===== config.mk =====
export PLATFORM = sky130hd
export DESIGN_NAME = cla4_adder
export DESIGN_NICKNAME = d
export VERILOG_FILES = /design/src/rtl/cla4_adder_pkg.sv /design/src/rtl/cla4_adder_cell.sv /design/src/rtl/cla4_adder.sv
export SDC_FILE = /design/constraint.sdc
export NUM_CORES = 1
export LEC_CHECK = 0
export CORE_AREA = 2 2 39 41
export DETAILED_ROUTE_END_ITERATION = 8
export DIE_AREA = 0 0 41 43
export GPL_TIMING_DRIVEN = 0
export PLACE_DENSITY = 0.59
export SYNTH_ARGS = -nofsm -noshare
export SYNTH_HDL_FRONTEND = slang
export SYNTH_SLANG_ARGS = --single-unit

===== constraint.sdc =====
create_clock -name clk -period 4.4 [get_ports clk]
set_clock_uncertainty 0.15 [all_clocks]
set_input_delay 0.88 -clock clk [delete_from_list [all_inputs] [get_ports clk]]
set_output_delay 0.88 -clock clk [all_outputs]
set_load 0.01 [all_outputs]

===== src/rtl/cla4_adder_pkg.sv =====
// Shared constants and helpers for the look-ahead adder.
// Holds the look-ahead cell width and the cell-count calculation.
package cla4_adder_pkg;

    localparam int CELL_W = 4;

    // Number of look-ahead cells for a legal operand width.
    function automatic int cell_count(input int width);
        return width / CELL_W;
    endfunction

endpackage


===== src/rtl/cla4_adder_cell.sv =====
// Combinational 4-bit carry look-ahead cell with flattened carries.
// Also produces the cell propagate and generate values for the group unit.
module cla4_cell
    import cla4_adder_pkg::*;
(
    input  logic [CELL_W-1:0] a,
    input  logic [CELL_W-1:0] b,
    input  logic              cin,
    output logic [CELL_W-1:0] s,
    output logic              cout,
    output logic              cp,
    output logic              cg
);

    logic [CELL_W-1:0] p_s;
    logic [CELL_W-1:0] g_s;
    logic              c1_s;
    logic              c2_s;
    logic              c3_s;

    assign p_s = a ^ b;
    assign g_s = a & b;

    // Each carry is a two-level sum of products taken straight from the bit
    // propagate/generate terms, so no carry feeds another carry.
    assign c1_s = g_s[0] | (p_s[0] & cin);
    assign c2_s = g_s[1] | (p_s[1] & g_s[0]) | (p_s[1] & p_s[0] & cin);
    assign c3_s = g_s[2] | (p_s[2] & g_s[1]) | (p_s[2] & p_s[1] & g_s[0])
                | (p_s[2] & p_s[1] & p_s[0] & cin);

    assign cg   = g_s[3] | (p_s[3] & g_s[2]) | (p_s[3] & p_s[2] & g_s[1])
                | (p_s[3] & p_s[2] & p_s[1] & g_s[0]);
    assign cp   = &p_s;
    assign cout = g_s[3] | (p_s[3] & g_s[2]) | (p_s[3] & p_s[2] & g_s[1])
                | (p_s[3] & p_s[2] & p_s[1] & g_s[0])
                | (p_s[3] & p_s[2] & p_s[1] & p_s[0] & cin);

    assign s = p_s ^ {c3_s, c2_s, c1_s, cin};

endmodule


===== src/rtl/cla4_adder.sv =====
// Registered carry look-ahead adder built from 4-bit cells and a
// second-level group look-ahead unit; exports group P/G for cascading.
module cla4_adder
    import cla4_adder_pkg::*;
#(
    parameter int WIDTH = 4
) (
    input  logic             clk,
    input  logic             rst,
    input  logic [WIDTH-1:0] a,
    input  logic [WIDTH-1:0] b,
    input  logic             c0,
    output logic [WIDTH-1:0] sum,
    output logic             carry,
    output logic             grp_p,
    output logic             grp_g
);

    localparam int N = cell_count(WIDTH);

    logic [N-1:0]     cell_p_s;
    logic [N-1:0]     cell_g_s;
    logic [N-1:0]     cell_cout_s;
    logic [N:0]       cell_cin_s;
    logic [WIDTH-1:0] sum_s;
    logic             grp_g_s;

    for (genvar i = 0; i < N; i++) begin : g_cell
        cla4_cell u_cell (
            .a    (a[i*CELL_W +: CELL_W]),
            .b    (b[i*CELL_W +: CELL_W]),
            .cin  (cell_cin_s[i]),
            .s    (sum_s[i*CELL_W +: CELL_W]),
            .cout (cell_cout_s[i]),
            .cp   (cell_p_s[i]),
            .cg   (cell_g_s[i])
        );
    end

    // Second-level look-ahead: every cell carry-in is an independent product
    // sum over lower cell P/G terms and c0, never a chain of cell carries.
    always_comb begin
        logic term;
        cell_cin_s = '0;
        grp_g_s    = 1'b0;
        term       = 1'b0;
        cell_cin_s[0] = c0;
        for (int k = 1; k <= N; k++) begin
            for (int j = 0; j < k; j++) begin
                term = cell_g_s[j];
                for (int m = j + 1; m < k; m++) begin
                    term = term & cell_p_s[m];
                end
                cell_cin_s[k] = cell_cin_s[k] | term;
                if (k == N) begin
                    grp_g_s = grp_g_s | term;
                end else begin
                    grp_g_s = grp_g_s;
                end
            end
            term = c0;
            for (int m = 0; m < k; m++) begin
                term = term & cell_p_s[m];
            end
            cell_cin_s[k] = cell_cin_s[k] | term;
        end
    end

    // Output registers; reset wins over the operands present at the edge.
    always_ff @(posedge clk) begin
        if (rst) begin
            sum   <= '0;
            carry <= 1'b0;
            grp_p <= 1'b0;
            grp_g <= 1'b0;
        end else begin
            sum   <= sum_s;
            carry <= cell_cout_s[N-1];
            grp_p <= &cell_p_s;
            grp_g <= grp_g_s;
        end
    end

endmodule


==> results.txt <==
run status: complete, no violations
slew of the pin with the lowest slew margin: 270 ps
horizontal die dimension: 41 um
count of buffers added by post-CTS timing repair for setup: 0
dpl ws: 1750 ps
root buffer selected by CTS: clkbuf_4
critical path capture point type: flop
GRT Util Overall: 10.9%
relative max-transition margin: 81.9%
Placed Cells incl. Taps: 71
RSZ-0062 raised after global routing: no
CP Launch Point: a[0]
sequential cell area fraction in the yosys report: 36.4%
Clock transition at path regs: 50 ps
post-synthesis simple-gate area fraction: 20.1%
synthesized-area fraction occupied by ao, oa, aoi and oai cells: 9.42%
vias in the first global route: 322
number of placement rows: 14
Max Clock Freq: 417 MHz
Synth warnings: 0
Tightest Hold Check Type: in -> reg
wire length per cell after detailed routing: 8.76 um
layout cells sized above 1: 13.6%
count of maximum capacitance violations: 0
drc violations: 0
Critical Path Source Type: input port
placer's final routability congestion estimate: 0.709
critical path fanouts, max: 3
worst hold path endpoint: sum[0]
IO Count: 18
power density over the cells: 295 nW/um2
number of design-rule violations left by the first detailed-router iteration: 1
Distinct cells, synth: 20
Cell Chain, Critical Path: clkdlybuf4s50_1 > ha_1 > a21o_1 > a21oi_1 > mux2_2
CTS Buf Count: 3
Worst Setup Slack, final: 2000 ps
wire length of the first global-routing pass: 1240 um
Die Outline Area: 1760 um2
crit path kind: in -> reg
number of buffers inserted by hold repair at cts: 0
Gates resized, CTS repair: 0
Remaining Overflow, GRT: 0
overall power of the completed layout: 177 uW
data arrival at the endpoint of the critical path: 2370 ps
number of port buffers: 17
min cycle time layout: 2400 ps
post-route clock period utilization: 54.5%
pin count of the biggest net entering global routing: 9
Initial Util: 27.8%
synthesized-area fraction occupied by xor and xnor cells: 2.27%
area inside the core boundary: 1380 um2
Bufs on Longest Clock Path: 2
Synth Area in Adders: 21.4%
total via count after detailed routing: 329
kind of cell adding the most delay to the critical path: buffers and inverters
final net count: 77
final instance count without filler cells: 75
worst-path cell with the longest stage delay: clkdlybuf4s50_1
Mapped Avg Cell Area: 10.1 um2
Die H: 43 um
layout overhead on the synthesized area: 56.2%
leak pwr: 0.273 nW
final number of setup-violating endpoints: 0
count of state elements after synthesis: 7
ant diodes: 0
start point of the worst hold path: rst
depth of the worst hold-timing path: 2
clock tree from TritonCTS: yes
final slew viol count: 0
required time worst endpoint: 4370 ps
multiplexer share of the synthesized area: 5.52%
vias per cell: 4.39
CTS sink cnt: 7
count of TritonRoute iterations in the first routing pass: 2
largest stage delay on the critical path: 450 ps
cell count after synthesis: 38
Post-Synthesis Net Count: 55
worst path bufs/invs: 1
Final Hold Viols: 0
Synth Cell Area: 385 um2
total length of routed wires: 657 um
worst hold slack after final layout: 1190 ps
antenna violations before repair: 0
antenna violation net count after detailed routing: 0
combinational family with the most area after synthesis: adder cells
CTS H-tree depth: 1
setup TNS: 0 ps
worst supply voltage drop on vdd: 88.6 uV
-- power breakdown --
group	switching, mW	total (mW)	internal, mW
Clock	0.0207	0.0551	0.0344
Sequential	0.00121	0.0710	0.0698
Combinational	0.0206	0.0512	0.0306
Total	0.0424	0.177	0.135
-- placed cells by master, fill, tap and decap left out, types with 2 or more instances in the layout --
master            n
ha_1              5
clkbuf_4          3
a21o_1            2
a21oi_1           2
clkdlybuf4s50_1  17
dfxtp_1           7
inv_1             5
nor2_1            3
-- cell usage after synthesis --
master    number  area (um2)
nand2_1        1        3.75
fa_1           1        20.0
nor2_1         3        11.3
ha_1           5        62.6
mux2i_1        1        10.0
inv_1          5        18.8
nor2b_1        1        6.26
xor2_1         1        8.76
mux2_2         1        11.3
dfxtp_1        7         140
o21ai_0        1        5.00
or2_2          1        6.26
nor3_4         1        16.3
and4_4         1        11.3
o22ai_1        1        6.26
and3_4         1        11.3
a21o_1         2        15.0
nor3_1         1        5.00
nand2b_1       1        6.26
a21oi_1        2        10.0
-- metrics by stage --
stage	utilization (%)	instance area, um2
6_report	43.5	602
5_1_grt	43.5	602
4_1_cts	43.5	602
3_5_place_dp	41.6	576
3_3_place_gp	41.6	576
2_1_floorplan	-	385
-- area by class of cell --
| type | instances | area, um2 |
|---|---|---|
| well taps | 16 | 20.0 |
| clock buffers | 4 | 26.3 |
| repair buffers | 17 | 170 |
| inverters | 5 | 18.8 |
| fillers | 151 | 782 |
| multi-input cells | 26 | 226 |
| flip-flops and latches | 7 | 140 |
-- state kept, by name, summed over array words and instances (netlist names) --
register	count
carry	1
grp_g	1
grp_p	1
sum	4
-- kinds of logic (layout without fill, tap and decap cells) --
group / Yosys count / after routing
buffers and inverters: 5 / 26
xor gates and xnor gates: 1 / 1
muxes: 2 / 2
and+or+nand+nor: 11 / 11
DFF: 7 / 7
adders and majority gates: 6 / 6
AOI/OAI and AO/OA: 6 / 6
-- worst max path at each step --
stage | to | cells after the start | slack [ps]
CTS | sum[2] | 5 | 2010
finish | sum[2] | 5 | 2000
global placement | sum[2] | 5 | 1770
global route | sum[2] | 5 | 1960
floorplan | sum[2] | 4 | 2310
detailed placement | sum[2] | 5 | 1750
-- per-layer routing --
metal | vias to the layer above | routed length (um) | track usage [%]
met4 | 0 | 14 | 10.0
li1 | 170 | - | -
met1 | 146 | 264 | 10.7
met5 | - | 0 | 0
met3 | 2 | 42 | 3.14
met2 | 11 | 336 | 16.9
(Power assumes the default switching activity.)
